==> src/rtl/key_filter_pulse.sv <==
// Key debouncer with single-cycle press pulse and debounced level output.
// Raw active-low key -> 2-flop synchronizer -> 4-state filter FSM.
// Optional auto-repeat of the press pulse while held: define KEY_REPEAT_EN.
module key_filter_pulse #(
  parameter int unsigned CNT_MAX    = 999999,
  parameter int unsigned REPEAT_DLY = 25000000,
  parameter int unsigned REPEAT_PER = 5000000
) (
  input  logic clk,
  input  logic rst,
  input  logic key_in,
  output logic po_flag,
  output logic key_state
);

  localparam int unsigned CNT_W   = (CNT_MAX < 1) ? 1 : $clog2(CNT_MAX + 1);
  localparam int unsigned RPT_MAX = (REPEAT_DLY > REPEAT_PER) ? REPEAT_DLY : REPEAT_PER;
  localparam int unsigned RPT_W   = (RPT_MAX < 2) ? 1 : $clog2(RPT_MAX);

  typedef enum logic [1:0] {
    IDLE      = 2'd0,
    PRESS_FLT = 2'd1,
    HELD      = 2'd2,
    REL_FLT   = 2'd3
  } state_e;

  // Repeat timing must leave at least one idle cycle between pulses.
  if (REPEAT_PER < 2 || REPEAT_DLY < 1) begin : g_bad_cfg
    $error("key_filter_pulse: REPEAT_PER must be >= 2 and REPEAT_DLY >= 1");
  end

  logic              sync1_q;
  logic              key_s;
  state_e            state_q, state_d;
  logic [CNT_W-1:0]  cnt_q, cnt_d;
  logic              po_flag_q, po_flag_d;
  logic              key_state_q, key_state_d;
  logic              press_pulse_c;
  logic              rpt_pulse_c;

  // Two-flop synchronizer; idles high (released) out of reset.
  always_ff @(posedge clk) begin
    if (rst) begin
      sync1_q <= 1'b1;
      key_s   <= 1'b1;
    end else begin
      sync1_q <= key_in;
      key_s   <= sync1_q;
    end
  end

  // Filter state, debounce counter and registered outputs.
  always_ff @(posedge clk) begin
    if (rst) begin
      state_q     <= IDLE;
      cnt_q       <= '0;
      po_flag_q   <= 1'b0;
      key_state_q <= 1'b0;
    end else begin
      state_q     <= state_d;
      cnt_q       <= cnt_d;
      po_flag_q   <= po_flag_d;
      key_state_q <= key_state_d;
    end
  end

  // Next-state logic: a level must hold CNT_MAX+1 cycles to be accepted.
  always_comb begin
    state_d       = state_q;
    cnt_d         = cnt_q;
    press_pulse_c = 1'b0;
    case (state_q)
      IDLE: begin
        if (!key_s) begin
          state_d = PRESS_FLT;
          cnt_d   = '0;
        end
      end
      PRESS_FLT: begin
        if (key_s) begin
          state_d = IDLE;
          cnt_d   = '0;
        end else if (cnt_q == CNT_W'(CNT_MAX)) begin
          state_d       = HELD;
          press_pulse_c = 1'b1;
        end else begin
          cnt_d = cnt_q + CNT_W'(1);
        end
      end
      HELD: begin
        if (key_s) begin
          state_d = REL_FLT;
          cnt_d   = '0;
        end
      end
      REL_FLT: begin
        if (!key_s) begin
          state_d = HELD;
        end else if (cnt_q == CNT_W'(CNT_MAX)) begin
          state_d = IDLE;
        end else begin
          cnt_d = cnt_q + CNT_W'(1);
        end
      end
      default: begin
        state_d = IDLE;
        cnt_d   = '0;
      end
    endcase
  end

`ifdef KEY_REPEAT_EN
  logic [RPT_W-1:0] rpt_q, rpt_d;
  logic             rpt_per_q, rpt_per_d;
  logic [RPT_W-1:0] rpt_lim_c;

  // Repeat counter and phase flag (first delay vs. steady period).
  always_ff @(posedge clk) begin
    if (rst) begin
      rpt_q     <= '0;
      rpt_per_q <= 1'b0;
    end else begin
      rpt_q     <= rpt_d;
      rpt_per_q <= rpt_per_d;
    end
  end

  // Counts only in HELD, so it freezes across a release bounce.
  always_comb begin
    rpt_d       = rpt_q;
    rpt_per_d   = rpt_per_q;
    rpt_pulse_c = 1'b0;
    rpt_lim_c   = rpt_per_q ? RPT_W'(REPEAT_PER - 1) : RPT_W'(REPEAT_DLY - 1);
    if (press_pulse_c) begin
      rpt_d     = '0;
      rpt_per_d = 1'b0;
    end else if (state_q == HELD) begin
      if (rpt_q == rpt_lim_c) begin
        rpt_pulse_c = 1'b1;
        rpt_d       = '0;
        rpt_per_d   = 1'b1;
      end else begin
        rpt_d = rpt_q + RPT_W'(1);
      end
    end
  end
`else
  // No auto-repeat: exactly one pulse per accepted press.
  always_comb begin
    rpt_pulse_c = 1'b0;
  end
`endif

  // Output next values, aligned with the state update.
  always_comb begin
    po_flag_d   = press_pulse_c | rpt_pulse_c;
    key_state_d = (state_d == HELD) || (state_d == REL_FLT);
  end

  assign po_flag   = po_flag_q;
  assign key_state = key_state_q;

endmodule

==> config.mk <==
export PLATFORM = sky130hd
export DESIGN_NAME = key_filter_pulse
export DESIGN_NICKNAME = d
export VERILOG_FILES = /design/src/rtl/key_filter_pulse.sv
export SDC_FILE = /design/constraint.sdc
export NUM_CORES = 1
export LEC_CHECK = 0
export ABC_AREA = 1
export BUFFER_PORTS_ARGS = -buffer_cell sky130_fd_sc_hd__buf_2
export CAP_MARGIN = 5
export CELL_PAD_IN_SITES_DETAIL_PLACEMENT = 0
export CELL_PAD_IN_SITES_GLOBAL_PLACEMENT = 1
export CORE_ASPECT_RATIO = 1.4
export CORE_MARGIN = 2
export CORE_UTILIZATION = 40
export DETAILED_ROUTE_END_ITERATION = 8
export GPL_ROUTABILITY_DRIVEN = 1
export MAX_ROUTING_LAYER = met4
export PLACE_DENSITY = 0.7
export SETUP_SLACK_MARGIN = 0.1
export SKIP_LAST_GASP = 1
export SLEW_MARGIN = 20
export SYNTH_ARGS = -nofsm -noshare
export SYNTH_HDL_FRONTEND = slang
export SYNTH_SLANG_ARGS = --single-unit
==> constraint.sdc <==
create_clock -name clk -period 2.05 [get_ports clk]
set_clock_uncertainty 0.2 [all_clocks]
set_input_delay 0.41 -clock clk [delete_from_list [all_inputs] [get_ports clk]]
set_output_delay 0.41 -clock clk [all_outputs]
set_load 0.01 [all_outputs]
==> results.yml, run 1 <==
outcome:
  outcome: "finished clean"
pwr:
  power_report.internal_total_w: 0.000778
  cellLeakagePower_nw: 0.620
  combPwrFrac_pct: 3.0
  part_of_the_power_in_the_clock_network_pct: 45.6
  power.sequential.fraction_pct: 51.4
  power_density_mw_per_mm2: 594
  vdd_drop_max_mv: 0.357
  power_switching_w: 0.000211
  power.share.switching_pct: 21.3
sta:
  slew_headroom_pct: 70.7
  maxSlewViolCount: 0
  max_slew.worst_pin.slew_ns: 0.440
  final_hold_violation_count: 0
  min_period_over_period_pct: 87.9
  final_period_minus_worst_setup_slack_ns: 1.80
  finalSetupTns_ns: 0
  final_setup_violations: 0
  grt_setup_unrepaired: "no"
  timing.fmax_ghz: 0.555
cells_and_area:
  diodes: 0
  sequential_area_um2: 520
  fin_util_pct: 44.9
  syn2layout_area_growth_pct: 6.32
  design.final.nets: 251
  fillerInstances: 411
  post_route_cells_drive_above_1_share_pct: 13.8
  multi_input_gate_area_in_the_final_layout_um2: 876
yosys:
  post_synth_inst_count: 242
  post_synth_num_cell_types: 31
  netlist.area_leader.share_pct: 33.3
  post_synthesis_net_count: 246
  synth_area_per_cell_um2: 6.47
  ys_seq_elements: 26
  synth_largest_area_cell: "sky130_fd_sc_hd__dfxtp_1"
  synth_warnings: 0
  netlist_area_mm2: 0.00157
  synth_seq_area_share_pct: 33.3
  synthTopCellsByArea: "sky130_fd_sc_hd__dfxtp_1, sky130_fd_sc_hd__nand2_1, sky130_fd_sc_hd__nand3_1"
drt:
  vias_per_cell: 5.10
  remaining_drc_errors: 0
  drt-wirelength-per-cell_um: 13.3
  routed-via-count: 1470
  detail_route.wirelength_mm: 3.83
  route.antenna.remaining_nets: 0
  drtIter0Drc: 41
  number_of_iterations_in_the_first_detailed_routing_pass: 4
clocking:
  root_buffer: "sky130_fd_sc_hd__clkbuf_8"
  clkTransAtPathRegs_ns: 0.10
  tritoncts.num_buffers: 3
  postCtsSetupBuffers: 0
  post_cts_hold_buffer_count: 0
  post_cts.resized_instances: 0
  clock_latency_ns: 0.29
  h-tree-depth: 1
  cts-root-to-sink-buffers: 2
  tritoncts: "built"
  clkSinkCount: 26
hold_path:
  min_delay_path_depth: 2
  timing.hold.worst.start: "key_in"
  hold_path.class: "primary input to flop"
setup_path:
  arrival_ns: 1.83
  critical_path_peak_fanout: 5
  worst_ep_required_time_ns: 2.08
  startpoint_of_the_most_critical_setup_path: "cnt_q[0]"
  worst_reg2reg_path_startpoint: "cnt_q[0]"
  timing.critical_path.mode_cell: "sky130_fd_sc_hd__inv_1"
  end_kind: "flop"
  start_to_end_type_of_the_worst_setup_path: "flop to flop"
  reg2reg_depth: 9
  critical_path.slowest_cell: "sky130_fd_sc_hd__dfxtp_1"
  cp-start-kind: "flop"
  worst_path_largest_cell_delay_ns: 0.40
  crit_path_cell_trace: "ha_1, nand2_1, inv_1, nand2_2, inv_1, nand3b_2, nor2_2, o21ai_1, nor2_1"
floorplan:
  die_width_um: 56.9
  rows: 26
  fp.dieArea_mm2: 0.00444
  initial_utilization_pct: 42.2
  floorplan.die.height_um: 78.0
  design.core.area_mm2: 0.00371
  count_of_boundary_i_o_pins: 5
global_routing:
  grt_antenna_before_repair: 0
  grt_overflow_total: 0
  grt_util_all_layers_pct: 19.3
  grt_pass1_vias: 1483
  grt_max_degree: 21
  grt_pass1_wl_mm: 6.53
placed_design:
  place.detailed.hpwl_mm: 2.86
  io_buffer_count: 4
  gp_routability_congestion: 0.889
run:
  max-cap-violations: 0
critical path, delay by kind of cell (launching register included):
family                     cells  cell delay (ns)
AOI/OAI and AO/OA              1             0.08
adders and majority gates      1             0.23
buffers and inverters          2             0.20
DFF                            1             0.40
and+or+nand+nor                5             0.63
metrics by stage:
step                      power, W  worst slack, ns  area (um2)  cells  hold WS (ns)
after CTS                 0.000996            0.246        1660    288         0.101
after floorplan           0.000545            0.493        1570    242         0.189
final                     0.000989            0.248        1660    288        0.0993
after detailed placement  0.000551            0.280        1590    284         0.201
after global placement    0.000550            0.313        1590    284         0.197
after global routing       0.00102            0.103        1660    288        0.0918
placed cells by master (no fill, tap or decap), types with 4 or more instances in the layout:
cell / synthesis / routed
sky130_fd_sc_hd__nand2_2: 6 / 6
sky130_fd_sc_hd__nand2_1: 73 / 73
sky130_fd_sc_hd__nor2_1: 24 / 24
sky130_fd_sc_hd__or2_2: 4 / 4
sky130_fd_sc_hd__a21oi_1: 18 / 18
sky130_fd_sc_hd__buf_2: 2 / 4
sky130_fd_sc_hd__dfxtp_1: 26 / 26
sky130_fd_sc_hd__o21ai_0: 10 / 10
sky130_fd_sc_hd__nor2_2: 5 / 5
sky130_fd_sc_hd__nand3_1: 20 / 20
sky130_fd_sc_hd__inv_1: 26 / 26
kinds of logic (layout without fill, tap and decap cells):
logic type	after synthesis	count (layout)	synth area share [%]
adder cells (fa/ha/maj)	1	1	0.799
flip-flops	26	26	33.3
AO/OA/AOI/OAI	35	35	12.0
AND/OR/NAND/NOR	146	146	43.2
buffers and inverters	34	38	10.8
cell type report:
type                            instances  area share, %
Multi-Input combinational cell        182           52.6
Sequential cell                        26           31.3
Inverter                               27           6.09
Tap cell                               42           3.16
Timing Repair Buffer                    7           2.56
Clock buffer                            3           2.48
Clock inverter                          1           1.80
layer usage:
layer | up-vias | wire, um | track usage (%) | share of wire [%]
met5 | - | 0 | - | 0
met1 | 662 | 1710 | 21.8 | 45
met2 | 20 | 1890 | 33.7 | 49
met3 | 13 | 68 | 1.98 | 1.8
li1 | 775 | - | - | -
met4 | 0 | 159 | 9.30 | 4.2
sequential cells by signal, indices dropped and copies added, names as in the netlist:
signal and cells:
cnt_q 20, key_s 1, key_state 1, po_flag 1
state_q 2, sync1_q 1
power groups by stage:
stage | Combinational, W | Clock, W | Sequential [W]
floorplan | 0.0000247 | 0 | 0.000520
global placement | 0.0000302 | 0 | 0.000520
detailed placement | 0.0000307 | 0 | 0.000520
CTS | 0.0000308 | 0.000457 | 0.000508
global route | 0.0000336 | 0.000477 | 0.000509
finish | 0.0000298 | 0.000451 | 0.000508
final timing paths:
check / end / slack [ns]
min reg2reg: key_s / 0.22
max: key_state / 0.25
max reg2reg: key_state / 0.25
min: sync1_q / 0.1
synth_stat cells:
cell type                  number
sky130_fd_sc_hd__o21bai_1       1
sky130_fd_sc_hd__ha_1           1
sky130_fd_sc_hd__and3_1         1
sky130_fd_sc_hd__o21ai_0       10
sky130_fd_sc_hd__nor3_1         1
sky130_fd_sc_hd__dfxtp_1       26
sky130_fd_sc_hd__nand3b_1       2
sky130_fd_sc_hd__a31oi_1        1
sky130_fd_sc_hd__or2_2          4
sky130_fd_sc_hd__nand2_2        6
sky130_fd_sc_hd__clkbuf_1       1
sky130_fd_sc_hd__nand2_4        1
sky130_fd_sc_hd__a21o_1         2
sky130_fd_sc_hd__nor2_2         5
sky130_fd_sc_hd__a21oi_2        1
sky130_fd_sc_hd__clkbuf_8       2
sky130_fd_sc_hd__a21oi_1       18
sky130_fd_sc_hd__nand2_1       73
sky130_fd_sc_hd__nor2_1        24
sky130_fd_sc_hd__nor4_1         1
sky130_fd_sc_hd__buf_4          1
sky130_fd_sc_hd__o21ai_1        2
sky130_fd_sc_hd__nand3_1       20
sky130_fd_sc_hd__nor2_4         3
sky130_fd_sc_hd__inv_2          1
sky130_fd_sc_hd__nand4_1        3
sky130_fd_sc_hd__inv_1         26
sky130_fd_sc_hd__nand3b_2       1
sky130_fd_sc_hd__bufbuf_8       1
sky130_fd_sc_hd__buf_2          2
sky130_fd_sc_hd__nor3_2         1
(Power assumes the default switching activity.)
==> inputs of run 2 (changes only) <==
--- a/config.mk
+++ b/config.mk
@@ -5,7 +5,6 @@
 export SDC_FILE = /design/constraint.sdc
 export NUM_CORES = 1
 export LEC_CHECK = 0
-export ABC_AREA = 1
 export BUFFER_PORTS_ARGS = -buffer_cell sky130_fd_sc_hd__buf_2
 export CAP_MARGIN = 5
 export CELL_PAD_IN_SITES_DETAIL_PLACEMENT = 0
@@ -16,7 +15,7 @@
 export DETAILED_ROUTE_END_ITERATION = 8
 export GPL_ROUTABILITY_DRIVEN = 1
 export MAX_ROUTING_LAYER = met4
-export PLACE_DENSITY = 0.7
+export PLACE_DENSITY = 0.66
 export SETUP_SLACK_MARGIN = 0.1
 export SKIP_LAST_GASP = 1
 export SLEW_MARGIN = 20
==> results.yml, run 2 <==
cells_and_area:
  post_route_cells_drive_above_1_share_pct: 23.5
  largest_register_ffs: 20
  top_register: "cnt_q"
  fillerInstances: 361
  largest_registers: "cnt_q: 20 flops, state_q: 2 flops"
  most-common-layout-cells: "sky130_fd_sc_hd__dfxtp_1, sky130_fd_sc_hd__buf_4, sky130_fd_sc_hd__nand2_1"
  final_standard_cell_area_without_fillers_mm2: 0.00160
  diodes: 0
  design.final.nets: 184
  leading_cell_type_in_the_layout_fill_and_taps_excluded: "sky130_fd_sc_hd__dfxtp_1"
  syn2layout_area_growth_pct: 18.1
hold_path:
  hold_path.class: "primary input to flop"
  min_delay_path_depth: 2
setup_path:
  worst_path_largest_cell_delay_ns: 0.50
  reg2reg_depth: 6
  critical_path.slowest_cell: "sky130_fd_sc_hd__or4_1"
  arrival_ns: 1.91
  timing.critical_path.max_delay_family: "simple AND/OR/NAND/NOR gates"
  total_stage_count_of_the_critical_path: 6
  critical_path_buffer_and_inverter_count: 0
  critical_path_peak_fanout: 8
  cp-start-kind: "flop"
  crit_path_cell_trace: "ha_2, and4_4, nand2_1, nor2_4, or4_1, a31oi_1"
  start_to_end_type_of_the_worst_setup_path: "flop to flop"
  worst_ep_required_time_ns: 2.05
  end_kind: "flop"
floorplan:
  design.core.area_mm2: 0.00332
  rows: 25
  fp.dieArea_mm2: 0.00388
  initial_utilization_pct: 40.9
  die_width_um: 53.2
  floorplan.die.height_um: 72.9
  count_of_boundary_i_o_pins: 5
sta:
  slew_headroom_pct: 64.9
  grt_setup_unrepaired: "yes"
  max_slew.worst_pin.slew_ns: 0.523
  final_hold_violation_count: 0
  final_setup_violations: 0
  timing.fmax_ghz: 0.524
  worst_case_setup_margin_in_the_final_layout_ns: 0.143
  finalSetupTns_ns: 0
  maxSlewViolCount: 0
  min_period_over_period_pct: 93.0
  final_period_minus_worst_setup_slack_ns: 1.91
yosys:
  post_synthesis_net_count: 164
  synthTopCellsByArea: "sky130_fd_sc_hd__dfxtp_1, sky130_fd_sc_hd__a21oi_1, sky130_fd_sc_hd__nand2_1"
  synth_warnings: 0
  yosys_most_used_dff: "sky130_fd_sc_hd__dfxtp_1"
  number_of_enable_flip_flop_cells_after_synthesis: 0
  netlist_top_cells_count: "sky130_fd_sc_hd__dfxtp_1, sky130_fd_sc_hd__nand2_1, sky130_fd_sc_hd__a21oi_1, sky130_fd_sc_hd__nand3_1, sky130_fd_sc_hd__o21ai_0"
  synth_seq_area_share_pct: 38.4
  netlist.area_leader.share_pct: 38.4
  post_synth_inst_count: 160
  synth-async-reset-ratio_pct: 0
  post_synth_num_cell_types: 47
  ys_seq_elements: 26
  netlist_area_mm2: 0.00136
  post-synth-top-count-cell: "sky130_fd_sc_hd__dfxtp_1"
  synth_area_per_cell_um2: 8.47
  synth_largest_area_cell: "sky130_fd_sc_hd__dfxtp_1"
drt:
  vias_per_cell: 6.01
  number_of_iterations_in_the_first_detailed_routing_pass: 4
  routed-via-count: 1317
  drtIter0Drc: 49
  route.antenna.remaining_nets: 0
  remaining_drc_errors: 0
  detail_route.wirelength_mm: 3.50
  drt-wirelength-per-cell_um: 16.0
pwr:
  power_density_mw_per_mm2: 609
  totalPowerFinal_w: 0.000974
  power_switching_w: 0.000194
  power_report.internal_total_w: 0.000781
  part_of_the_power_in_the_clock_network_pct: 43.9
  power.sequential.fraction_pct: 52.3
  combPwrFrac_pct: 3.8
  power.share.switching_pct: 19.9
  cellLeakagePower_nw: 0.601
  vdd_drop_max_mv: 0.417
placed_design:
  place.detailed.hpwl_mm: 2.54
  io_buffer_count: 4
  place_ws_ns: 0.0382
  area_after_detailed_placement_mm2: 0.00148
  gp_routability_congestion: 0.835
clocking:
  tritoncts: "built"
  tritoncts.num_buffers: 3
  root_buffer: "sky130_fd_sc_hd__clkbuf_8"
  cts-root-to-sink-buffers: 2
  clock_latency_ns: 0.27
  clkTransAtPathRegs_ns: 0.09
  clkSinkCount: 26
  h-tree-depth: 1
global_routing:
  grt_util_all_layers_pct: 20.1
  grt_antenna_before_repair: 0
  grt_pass1_wl_mm: 5.62
  grt_max_degree: 17
  grt_pass1_vias: 1261
  grt_overflow_total: 0
run:
  max-cap-violations: 0
outcome:
  outcome: "finished clean"
[run 2: changes by cell type after synthesis, moves of 5 or more]
cell,delta
sky130_fd_sc_hd__nand2_1,-59
sky130_fd_sc_hd__nand2_2,-6
sky130_fd_sc_hd__nor2_2,-5
sky130_fd_sc_hd__nand3_1,-10
sky130_fd_sc_hd__a21oi_1,-6
sky130_fd_sc_hd__inv_1,-21
sky130_fd_sc_hd__nor2_1,-17
[run 2: final cells by class]
type	count	area, um2	share of cell area, %
multi-input combinational	121	774	48.4
sequential	26	523	32.7
timing repair buffer	23	163	10.2
tap	40	50.0	3.13
clock buffer	3	41.3	2.58
clock inverter	1	30.0	1.88
inverter	5	18.8	1.17
[run 2: cell families (layout without fill, tap and decap cells)]
family / Yosys count / in the layout / synth area share [%]
compound gates: 55 / 55 / 25.9
simple gates: 64 / 64 / 28.8
fa+ha+maj: 1 / 1 / 0.923
buf+inv: 13 / 32 / 5.26
flops: 26 / 26 / 38.4
xor+xnor: 1 / 1 / 0.646
[run 2: path summary, 6_finish.rpt]
| check | start | end | slack (ns) |
|---|---|---|---|
| min | key_in | sync1_q | 0.12 |
| min reg2reg | sync1_q | key_s | 0.23 |
| max reg2reg | cnt_q[1] | cnt_q[3] | 0.14 |
| max | cnt_q[1] | cnt_q[3] | 0.14 |
[run 2: worst register-to-register path, cell delays in order (launching register included)]
cell,delay [ns]
sky130_fd_sc_hd__dfxtp_2,0.35
sky130_fd_sc_hd__ha_2,0.19
sky130_fd_sc_hd__and4_4,0.21
sky130_fd_sc_hd__nand2_1,0.16
sky130_fd_sc_hd__nor2_4,0.10
sky130_fd_sc_hd__or4_1,0.51
sky130_fd_sc_hd__a31oi_1,0.14
[run 2: routing by layer]
| metal | vias to the layer above | share of wire [%] | track usage, % |
|---|---|---|---|
| met2 | 15 | 54 | 34.3 |
| met4 | 0 | 1.3 | 9.69 |
| met3 | 4 | 1.9 | 2.46 |
| met5 | - | 0 | - |
| met1 | 642 | 43 | 22.7 |
| li1 | 656 | - | - |
[run 2: power groups by stage]
stage          sequential (W)  combinational, W  clock, W
2_1_floorplan        0.000520         0.0000236         0
3_3_place_gp         0.000522         0.0000361         0
3_5_place_dp         0.000522         0.0000357         0
4_1_cts              0.000510         0.0000359  0.000441
5_1_grt              0.000511         0.0000404  0.000454
6_report             0.000510         0.0000367  0.000428
[run 2: metrics by stage]
stage	hold slack, ns	util [%]	instances
finish	0.115	48.3	219
global route	0.107	48.3	219
CTS	0.110	47.2	216
detailed placement	0.209	44.6	210
global placement	0.200	44.6	210
floorplan	0.189	-	160
[run 2: timing repair]
| action | in CTS | in global routing |
|---|---|---|
| pin swaps | 1 | 4 |
| setup buffers | 2 | 3 |
| hold buffers | 0 | 0 |
| setup endpoints to repair | 8 | 15 |
| gates resized for setup | 0 | 6 |
==> inputs of run 3 (changes only) <==
--- a/config.mk
+++ b/config.mk
@@ -9,13 +9,12 @@
 export CAP_MARGIN = 5
 export CELL_PAD_IN_SITES_DETAIL_PLACEMENT = 0
 export CELL_PAD_IN_SITES_GLOBAL_PLACEMENT = 1
-export CORE_ASPECT_RATIO = 1.4
+export CORE_ASPECT_RATIO = 0.5
 export CORE_MARGIN = 2
 export CORE_UTILIZATION = 40
 export DETAILED_ROUTE_END_ITERATION = 8
 export GPL_ROUTABILITY_DRIVEN = 1
-export MAX_ROUTING_LAYER = met4
-export PLACE_DENSITY = 0.66
+export PLACE_DENSITY = 0.76
 export SETUP_SLACK_MARGIN = 0.1
 export SKIP_LAST_GASP = 1
 export SLEW_MARGIN = 20
==> results.yml, run 3 (synthesis gave the netlist of run 2 again) <==
clocking:
  clock_latency_ns: 0.27
  clkSinkCount: 26
  clkTransAtPathRegs_ns: 0.09
  tritoncts.num_buffers: 3
  post_cts_hold_buffer_count: 0
  root_buffer: "sky130_fd_sc_hd__clkbuf_8"
  tritoncts: "built"
  h-tree-depth: 1
  cts-root-to-sink-buffers: 2
cells_and_area:
  largest_registers: "cnt_q: 20 flops, state_q: 2 flops"
  leading_cell_type_in_the_layout_fill_and_taps_excluded: "sky130_fd_sc_hd__dfxtp_1"
  syn2layout_area_growth_pct: 15.3
  diodes: 0
  post_route_cells_drive_above_1_share_pct: 22.0
  top_register: "cnt_q"
  fin_util_pct: 50.1
  fillerInstances: 310
  largest_register_ffs: 20
  design.final.nets: 182
  most-common-layout-cells: "sky130_fd_sc_hd__dfxtp_1, sky130_fd_sc_hd__buf_4, sky130_fd_sc_hd__nand2_1"
sta:
  final_setup_violations: 0
  final_period_minus_worst_setup_slack_ns: 1.88
  maxSlewViolCount: 0
  grt_setup_unrepaired: "no"
  timing.fmax_ghz: 0.531
  worst_case_setup_margin_in_the_final_layout_ns: 0.168
  min_period_over_period_pct: 91.8
  final_hold_violation_count: 0
  max_slew.worst_pin.slew_ns: 0.465
  slew_headroom_pct: 68.8
  finalSetupTns_ns: 0
setup_path:
  start_to_end_type_of_the_worst_setup_path: "flop to flop"
  reg2reg_depth: 6
  cp-start-kind: "flop"
  end_kind: "flop"
  arrival_ns: 1.89
  critical_path_peak_fanout: 10
  worst_ep_required_time_ns: 2.06
pwr:
  power_report.internal_total_w: 0.000695
  power.share.switching_pct: 21.9
  power_density_mw_per_mm2: 569
  combPwrFrac_pct: 4.4
  part_of_the_power_in_the_clock_network_pct: 38.2
  vdd_drop_max_mv: 0.406
  power_switching_w: 0.000195
  cellLeakagePower_nw: 0.579
  power.sequential.fraction_pct: 57.3
drt:
  number_of_iterations_in_the_first_detailed_routing_pass: 4
  route.antenna.remaining_nets: 0
  drt-wirelength-per-cell_um: 14.8
  routed-via-count: 1305
  detail_route.wirelength_mm: 3.21
  vias_per_cell: 6.01
  remaining_drc_errors: 0
  drtIter0Drc: 44
hold_path:
  hold_path.class: "primary input to flop"
  min_delay_path_depth: 2
floorplan:
  floorplan.die.height_um: 45.2
  count_of_boundary_i_o_pins: 5
  initial_utilization_pct: 43.5
  die_width_um: 86.3
  rows: 14
  fp.dieArea_mm2: 0.00390
  design.core.area_mm2: 0.00312
global_routing:
  grt_antenna_before_repair: 0
  use_met2_pct: 26.8
  global_route.peak_usage_layer: "met2"
  grt_pass1_wl_mm: 5.39
  gr-usage-met1_pct: 25.8
  grt_max_degree: 18
  grt_overflow_total: 0
  grt_util_met3_pct: 4.39
  grt_util_all_layers_pct: 17.9
  grt_pass1_vias: 1112
placed_design:
  place_ws_ns: 0.0321
  io_buffer_count: 4
  gp_routability_congestion: 0.783
  place.detailed.hpwl_mm: 2.22
outcome:
  outcome: "finished clean"
run:
  max-cap-violations: 0
[run 3: cell types whose count changed in the layout (fill, tap and decap cells not counted), sizes merged]
cell / delta
clkbuf: +1
buf: -2
bufinv: -1
[run 3: per-stage QoR]
step                      instances  cell area, um2  power, W  hold slack (ns)
final                           217            1560  0.000889            0.110
after global placement          207            1460  0.000561            0.208
after detailed placement        207            1460  0.000561            0.201
after CTS                       213            1530  0.000896            0.105
after floorplan                 160            1360  0.000544            0.189
after global routing            217            1560  0.000920            0.103
[run 3: path summary, 6_finish.rpt]
kind	startpoint	end	slack (ns)
worst max-delay path	cnt_q[1]	cnt_q[3]	0.17
worst min-delay path	key_in	sync1_q	0.11
worst max register to register	cnt_q[1]	cnt_q[3]	0.17
worst min register to register	sync1_q	key_s	0.22
[run 3: routing by layer]
metal / vias up / wire length [um]
met5: - / 0
met4: 0 / 21
met3: 4 / 169
met2: 31 / 1380
met1: 625 / 1630
li1: 645 / -
[run 3: worst max-delay path, cell delays in order, from the launching register on]
cell and delay (ns):
sky130_fd_sc_hd__dfxtp_2 0.34, sky130_fd_sc_hd__ha_2 0.19, sky130_fd_sc_hd__and4_4 0.21, sky130_fd_sc_hd__nand2_2 0.12, sky130_fd_sc_hd__nor2_4 0.08, sky130_fd_sc_hd__or4_1 0.52, sky130_fd_sc_hd__a31oi_1 0.14
[run 3: layout make-up]
class                           count  area (um2)  area share, %
Timing Repair Buffer               21         148           9.45
Tap cell                           40        50.0           3.20
Inverter                            5        18.8           1.20
Clock buffer                        4        55.1           3.52
Sequential cell                    26         523           33.5
Multi-Input combinational cell    121         768           49.2
[run 3: what timing repair did]
item | in CTS | in global routing
setup buffers | 2 | 4
pin swaps | 1 | 2
resized for setup | 1 | 3
endpoints found under the setup margin | 8 | 16
[run 3: power by group through the flow]
stage	clock [W]	sequential, W	combinational (W)
after floorplan	0	0.000520	0.0000236
after global placement	0	0.000522	0.0000390
after detailed placement	0	0.000522	0.0000389
after CTS	0.000347	0.000510	0.0000388
after global routing	0.000367	0.000510	0.0000430
final	0.000340	0.000510	0.0000393
